**config.mk**
```make
export PLATFORM = sky130hd
export DESIGN_NAME = config_chain_loader
export DESIGN_NICKNAME = d
export VERILOG_FILES = /design/src/rtl/config_chain_loader.sv
export SDC_FILE = /design/constraint.sdc
export NUM_CORES = 1
export LEC_CHECK = 0
export CORE_UTILIZATION = 50
export CTS_CLUSTER_SIZE = 25
export DETAILED_ROUTE_END_ITERATION = 6
export HOLD_SLACK_MARGIN = 0.06
export PLACE_DENSITY = 0.75
export SETUP_SLACK_MARGIN = 0.15
export SLEW_MARGIN = 20
export SYNTH_ARGS = -nofsm -noshare
export SYNTH_HDL_FRONTEND = slang
export SYNTH_SLANG_ARGS = --single-unit
```
**constraint.sdc**
```tcl
create_clock -name clk -period 2.2 [get_ports clk]
set_input_delay 0.55 -clock clk [delete_from_list [all_inputs] [get_ports clk]]
set_output_delay 0.55 -clock clk [all_outputs]
set_load 0.02 [all_outputs]
```
**src/rtl/config_chain_loader.sv**
```systemverilog
// Serialises a word stream LSB-first onto the fabric configuration chain, generating
// prog_clk/prog_en and collecting the bits that fall out of the chain tail as readback words.
module config_chain_loader #(
  parameter int CHAIN_LEN = 24,
  parameter int DATA_W    = 8,
  parameter int DIV       = 1
) (
  input  logic              clk,
  input  logic              rst,
  input  logic              start,
  input  logic [DATA_W-1:0] in_data,
  input  logic              in_valid,
  output logic              in_ready,
  output logic              prog_in,
  output logic              prog_clk,
  output logic              prog_en,
  input  logic              prog_out,
  output logic [DATA_W-1:0] rb_data,
  output logic              rb_valid,
  output logic              busy,
  output logic              done,
  output logic [2:0]        dbg_state
);

  localparam int BW = (DATA_W > 1) ? $clog2(DATA_W) : 1;
  localparam int CW = (CHAIN_LEN > 1) ? $clog2(CHAIN_LEN) : 1;
  localparam int DW = (DIV > 1) ? $clog2(DIV) : 1;
  localparam logic [BW-1:0] LAST_BIT   = BW'(DATA_W - 1);
  localparam logic [CW-1:0] LAST_CHAIN = CW'(CHAIN_LEN - 1);
  localparam logic [DW-1:0] LAST_PH    = DW'(DIV - 1);

  typedef enum logic [2:0] {
    IDLE  = 3'd0,
    LOAD  = 3'd1,
    SETUP = 3'd2,
    HIGH  = 3'd3,
    LOW   = 3'd4,
    DONE  = 3'd5
  } state_t;

  state_t            state_q, state_d;
  logic [BW-1:0]     bit_cnt_q, bit_cnt_d;
  logic [CW-1:0]     chain_cnt_q, chain_cnt_d;
  logic [DW-1:0]     ph_cnt_q, ph_cnt_d;
  logic [DATA_W-1:0] shift_q, shift_d;
  logic [DATA_W-1:0] rb_shift_q, rb_shift_d;
  logic              in_ready_q, in_ready_d;
  logic              prog_in_q, prog_in_d;
  logic              prog_clk_q, prog_clk_d;
  logic              prog_en_q, prog_en_d;
  logic [DATA_W-1:0] rb_data_q, rb_data_d;
  logic              rb_valid_q, rb_valid_d;
  logic              busy_q, busy_d;
  logic              done_q, done_d;

  // Handshake: a word transfers on a rising clk edge where in_valid and in_ready are both 1;
  // in_ready is only high in LOAD and the source holds in_data while in_valid waits.
  always_comb begin
    state_d     = state_q;
    bit_cnt_d   = bit_cnt_q;
    chain_cnt_d = chain_cnt_q;
    ph_cnt_d    = ph_cnt_q;
    shift_d     = shift_q;
    rb_shift_d  = rb_shift_q;
    rb_data_d   = rb_data_q;
    rb_valid_d  = 1'b0;
    prog_in_d   = prog_in_q;

    case (state_q)
      IDLE: begin
        if (start) begin
          state_d     = LOAD;
          bit_cnt_d   = '0;
          chain_cnt_d = '0;
          ph_cnt_d    = '0;
        end
      end
      LOAD: begin
        if (in_valid && in_ready_q) begin
          shift_d    = in_data;
          rb_shift_d = '0;
          bit_cnt_d  = '0;
          state_d    = SETUP;
        end
      end
      SETUP: begin
        // prog_out still shows the tail bit from before this bit's rising edge
        rb_shift_d[bit_cnt_q] = prog_out;
        if (bit_cnt_q == LAST_BIT || chain_cnt_q == LAST_CHAIN) begin
          rb_valid_d = 1'b1;
          rb_data_d  = rb_shift_d;
        end
        ph_cnt_d = '0;
        state_d  = HIGH;
      end
      HIGH: begin
        if (ph_cnt_q == LAST_PH) begin
          ph_cnt_d = '0;
          state_d  = LOW;
        end else begin
          ph_cnt_d = ph_cnt_q + DW'(1);
        end
      end
      LOW: begin
        if (ph_cnt_q != LAST_PH) begin
          ph_cnt_d = ph_cnt_q + DW'(1);
        end else if (chain_cnt_q == LAST_CHAIN) begin
          state_d = DONE;
        end else begin
          chain_cnt_d = chain_cnt_q + CW'(1);
          if (bit_cnt_q == LAST_BIT) begin
            state_d = LOAD;
          end else begin
            bit_cnt_d = bit_cnt_q + BW'(1);
            state_d   = SETUP;
          end
        end
      end
      DONE: begin
        state_d = IDLE;
      end
      default: begin
        state_d = IDLE;
      end
    endcase

    if (state_d == SETUP) begin
      prog_in_d = shift_d[bit_cnt_d];
    end

    // Outputs are registered copies of what the next state requires
    in_ready_d = (state_d == LOAD);
    prog_clk_d = (state_d == HIGH);
    prog_en_d  = (state_d inside {LOAD, SETUP, HIGH, LOW});
    busy_d     = (state_d != IDLE);
    done_d     = (state_d == DONE);
  end

  always_ff @(posedge clk) begin
    if (rst) begin
      state_q     <= IDLE;
      bit_cnt_q   <= '0;
      chain_cnt_q <= '0;
      ph_cnt_q    <= '0;
      shift_q     <= '0;
      rb_shift_q  <= '0;
      in_ready_q  <= 1'b0;
      prog_in_q   <= 1'b0;
      prog_clk_q  <= 1'b0;
      prog_en_q   <= 1'b0;
      rb_data_q   <= '0;
      rb_valid_q  <= 1'b0;
      busy_q      <= 1'b0;
      done_q      <= 1'b0;
    end else begin
      state_q     <= state_d;
      bit_cnt_q   <= bit_cnt_d;
      chain_cnt_q <= chain_cnt_d;
      ph_cnt_q    <= ph_cnt_d;
      shift_q     <= shift_d;
      rb_shift_q  <= rb_shift_d;
      in_ready_q  <= in_ready_d;
      prog_in_q   <= prog_in_d;
      prog_clk_q  <= prog_clk_d;
      prog_en_q   <= prog_en_d;
      rb_data_q   <= rb_data_d;
      rb_valid_q  <= rb_valid_d;
      busy_q      <= busy_d;
      done_q      <= done_d;
    end
  end

  assign in_ready  = in_ready_q;
  assign prog_in   = prog_in_q;
  assign prog_clk  = prog_clk_q;
  assign prog_en   = prog_en_q;
  assign rb_data   = rb_data_q;
  assign rb_valid  = rb_valid_q;
  assign busy      = busy_q;
  assign done      = done_q;
  assign dbg_state = state_q;

endmodule
```
======== After elaboration in Yosys (flattened, before gate mapping) ========
Cells that the tools add are included.
word-level totals
  logic and storage cells ................. 81
  register bits after elaboration ......... 43
cells by class
  mux-type cells .......................... 30
  $add $sub $neg .......................... 3
  reductions and logical operators ........ 15
  bitwise operators ....................... 1
  equality and inequality tests ........... 15
  order comparisons ....................... 3
operators with widths
  operator                                                    count
  2-to-1 mux 3 bit                                            10
  2-to-1 mux 8 bit                                            3
  case mux 8 bit (2 select lines)                             1
  2-to-1 mux 5 bit                                            3
  case mux 3 bit (5 select lines)                             1
  equality test 3 x 2 -> 1 bit, second input constant         4
  equality test 3 bit, second input constant                  4
  case mux 5 bit (2 select lines)                             1
  case mux 3 bit (3 select lines)                             1
  bitwise mux 8 bit                                           1
  less-than comparator 3 x 4 -> 1 bit, second input constant  2
  != test 2 bit, second input constant                        4
  equality test 3 x 1 -> 1 bit, second input constant         2
  AND reduction 2 bit                                         3
  nonzero test 3 bit                                          2
  adder 5 x 1 -> 5 bit, second input constant                 1
  equality test 5 bit, second input constant                  1
  2-to-1 mux 1 bit                                            5
  AND reduction 4 bit                                         1
  nonzero test 2 bit                                          2
  nonzero test 4 bit                                          1
  OR reduction 2 bit                                          2
  adder 3 x 1 -> 3 bit, second input constant                 1
  binary-select mux 1 bit (select 3 bit)                      1
  9 further kinds                                             10

======== Longest topological paths before layout ========
  depth after elaboration ................. 7
  mapped depth ............................ 8

======== Worst setup path after synthesis ========
No wires, ideal clock.
  kind .................................... input to register
  start point ............................. in in_valid
  end point ............................... reg prog_in_q, in the netlist prog_in
  stages .................................. 6
  data arrival time ....................... 1.828 ns
  path buffers ............................ 0
  path slack .............................. 0.255 ns
  required time ........................... 2.084 ns
  path through ............................ nand4b_4 > nor2_2 > mux2i_1 > mux2i_1 > or3_1 > a41o_1
on the way
  cells in the longest elaborated chain, start to end .. 5
  elaborated cells on any way between the ends .. 10
  classes of those cells .................. eq/ne: 1; mux: 8; reduce/logical: 1
ends and longest elaborated chain
  what                                                                        line  text
  start, declared                                                             12    input logic in_valid,
  logical AND 1 bit *                                                         79    if (in_valid && in_ready_q) begin
  2-to-1 mux 3 bit / 2-to-1 mux 8 bit (equally long branches)                 79
  case mux 3 bit (3 select lines) / 2-to-1 mux 8 bit (equally long branches)  69    case (state_q)
  binary-select mux 1 bit (select 3 bit)                                      128   prog_in_d = shift_d[bit_cnt_d];
  2-to-1 mux 1 bit (not written as such)                                      128
  end signal, assigned                                                        163   prog_in_q <= prog_in_d;
  end, declared                                                               48    logic prog_in_q, prog_in_d;
Every way passes the cells marked *; elsewhere a longest branch is shown, timed or not. The select of a mux whose other input is x is not followed.
A chain may end at the register's enable or synchronous reset.

======== Final worst setup path ========
  start point ............................. reg chain_cnt_q[0]
  end point ............................... reg prog_in_q, in the netlist prog_in
on the way
  cells in the longest elaborated chain, start to end .. 6
  elaborated cells on any way between the ends .. 10
  classes of those cells .................. eq/ne: 2; mux: 8
ends and longest elaborated chain
  what                                    line  text
  start, declared                         43    logic [CW-1:0] chain_cnt_q, chain_cnt_d;
  start signal, assigned                  158   chain_cnt_q <= chain_cnt_d;
  equality test 5 bit *                   107   end else if (chain_cnt_q == LAST_CHAIN) begin
  2-to-1 mux 3 bit                        107
  2-to-1 mux 3 bit                        105   if (ph_cnt_q != LAST_PH) begin
  case mux 3 bit (3 select lines)         69
  binary-select mux 1 bit (select 3 bit)  128
  2-to-1 mux 1 bit (not written as such)  128
Marks and branches as above.

==> flow_metrics.env <==
export IMPL_design_die_area_mm2=0.00428
export IMPL_fp_coreArea_mm2=0.00377
export IMPL_slew_violations=0
export IMPL_p_leak_uw=0.000999
export IMPL_place_hpwl_um=3100
export IMPL_ios=31
export IMPL_final_hold_viol_count=0
export IMPL_final_cells=330
export IMPL_dp_cells=320
export IMPL_drive_gt1_share_pct=19.1
export IMPL_cts_tree="yes"
export IMPL_slew_headroom_pct=67.3
export IMPL_post_route_util_pct=69.5
export IMPL_syn_area_per_cell_um2=8.48
export IMPL_insertion_delay_ns=0.30
export IMPL_fp_dieW_um=65.4
export IMPL_ant_nets=0
export IMPL_cp_cell_sequence="ha_2 > and4b_2 > or2_4 > a31oi_2 > o32a_1 > a21oi_1 > a41o_1"
export IMPL_slowest_stage="dfxtp_1"
export IMPL_peakVddDrop_v=0.000321
export IMPL_maxCapViolCount=0
export IMPL_min_path_cells=2
export IMPL_hp_class="flop to flop"
export IMPL_syn_inst=237
export IMPL_fin_skew_ns=0.00934
export IMPL_finalSetupViolCount=0
export IMPL_htreeDepth=2
export IMPL_numClockSinks=42
export IMPL_reg2reg_depth=7
export IMPL_initial_core_util_pct=53.3
export IMPL_status="completed"
export IMPL_post_dp_cell_area_mm2=0.00245
export IMPL_holdWs_ns=0.470
export IMPL_wl_per_cell_um=13.5
export IMPL_cp_num_cells=7
export IMPL_final_area_mm2=0.00262
export IMPL_pwr_density_cell_mw_per_mm2=592
export IMPL_place_ws_ns=-0.326
export IMPL_yosysUniqueCellTypes=48
export IMPL_clock_path_buffers=2
export IMPL_die_y_um=65.4
export IMPL_ys_ff_latch=42
export IMPL_drt_total_wl_um=4450
export IMPL_cts_root_buf="clkbuf_8"
export IMPL_critPathKind="flop to flop"
export IMPL_fmax_mhz=496
export IMPL_worst_setup_path_start_kind="flop"
export IMPL_grt_usage_pct=22.7
export IMPL_firstDrtPassIters=4
export IMPL_crit_buf_inv=0
export IMPL_synthArstFlopShare_pct=0
export IMPL_synth_edf_count=0
export IMPL_cp_required_ns=2.39
export IMPL_n_antenna_cell=0
export IMPL_syn_nets=252
export IMPL_portBuffers=30
export IMPL_grt_pass1_wl_um=7360
export IMPL_rows=22
export IMPL_grt_max_degree=27
export IMPL_finalWeightedCongestion=0.873
export IMPL_fin_crit_sh_pct=91.7
export IMPL_clk_pin_slew_ns=0.08
export IMPL_fin_ws_ns=0.182
export IMPL_netlist_area_mm2=0.00201
export IMPL_grt_ovfl_total=0
export IMPL_period_minus_slack_ns=2.02
export IMPL_syn_to_final_growth_pct=30.4
export IMPL_ys_seq_area_share_pct=41.8
export IMPL_end_kind="flop"
export IMPL_viasPerCell=5.50
export IMPL_critical_path_max_stage_delay_ns=0.34
export IMPL_crit_path_max_fanout=5
export IMPL_drtIter0Drc=125
export IMPL_nNetsFinal=296
export IMPL_antenna_found_initial=0
export IMPL_rsz0062_at_grt="false"
export IMPL_cts_buffers_inserted=5
export IMPL_crit_arrival_ns=2.21
export IMPL_synth_top_flop_cell="dfxtp_1"
export IMPL_ys_top_cells_by_area="dfxtp_1, nor2_1, mux2i_1, a31oi_1, a211oi_1"
export IMPL_yosys_area_top_type="dfxtp_1"
export IMPL_cp_top_family="compound AO/OA/AOI/OAI gates"
export IMPL_grt_pass1_vias=1617
export IMPL_synth_warnings=0
export IMPL_tightest_slew_ns=0.489
export IMPL_vias=1814
export IMPL_yosysTopAreaCellShare_pct=41.8
export IMPL_drc=0
where the power goes:
part	total [uW]	switching, uW	internal [uW]
sequential	786	14.1	772
combinational	167	81.9	85.1
clock	598	260	338
cells by family after synthesis:
logic type	after synthesis	share of synthesized area [%]
flip-flops	42	41.8
adder cells (fa/ha/maj)	2	1.24
AO/OA/AOI/OAI	53	19.0
buffers and inverters	22	5.04
XOR/XNOR	1	0.436
AND/OR/NAND/NOR	103	25.4
multiplexers	14	7.03
cell usage after synthesis (2+ instances only):
library cell  number
nor2_1            48
dfxtp_1           42
nand2_1           18
a31oi_1           13
mux2i_1           13
clkbuf_1          11
a211oi_1           9
a21oi_1            9
nand3_1            7
inv_1              6
nor3_1             6
and2_1             4
o21ai_0            4
and3_1             3
buf_2              3
buf_6              2
ha_1               2
nor2_2             2
o21ai_1            2
o221ai_1           2
o22ai_1            2
o31ai_1            2
or3_1              2
flip-flops by register name, summed over array words and instances (netlist names), 3 cells and up:
name and cells:
dbg_state 3, chain_cnt_q 5, shift_q 8, rb_shift_q 8, rb_data 8, bit_cnt_q 3
through the flow:
| step | power [uW] | TNS, ns |
|---|---|---|
| global route | 1610 | 0 |
| CTS | 1550 | 0 |
| finish | 1550 | 0 |
| floorplan | 884 | 0 |
| global placement | 957 | -0.312 |
| detailed placement | 959 | -0.438 |
layer usage:
metal,global-route usage (%),part of all wire (%),up-vias
met3,6.42,5.6,8
met1,30.1,47,818
li1,-,-,925
met2,33.2,45,63
met4,11.7,1.7,0
met5,0,0,-
worst paths after layout:
check / from / end / slack (ns)
setup / recovery: chain_cnt_q[0] / prog_in / 0.18
hold / removal: shift_q[7] / shift_q[7] / 0.47
setup reg to reg: chain_cnt_q[0] / prog_in / 0.18
hold reg to reg: shift_q[7] / shift_q[7] / 0.47
cells in the final DEF, fill, tap and decap left out, types with 2 or more instances in the layout:
cell and n:
a211oi_1 9, a21oi_1 9, a31oi_1 11, a31oi_2 2, and2_1 4, and3_1 3, buf_4 23, clkbuf_8 5
clkdlybuf4s50_1 28, dfxtp_1 39, dfxtp_2 2, dlymetal6s2s_1 2, inv_1 6, mux2i_1 11, mux2i_2 2, nand2_1 18
nand3_1 7, nor2_1 48, nor3_1 6, o21ai_0 4, o21ai_2 2, o221ai_1 2, o22ai_1 2, o31ai_1 2
or3_1 2
worst min-delay path, delay by kind of cell (launching register included):
| family | cells | cell delay [ns] |
|---|---|---|
| flops | 1 | 0.32 |
| simple gates | 1 | 0.05 |
| compound gates | 1 | 0.05 |
cell type report:
class | count | area, um2
sequential | 42 | 847
clock inverter | 2 | 37.5
timing repair buffer | 53 | 478
multi-input combinational | 173 | 1100
tap | 48 | 60.1
inverter | 6 | 22.5
clock buffer | 6 | 72.6
fill | 312 | 1150
repair_timing:
action,CTS,global route
setup buffers,0,2
pin swaps,0,2
setup endpoints to repair,4,4
hold buffers,0,0
gates resized for setup,4,11
No activity file was read; power rests on OpenSTA's default activity.
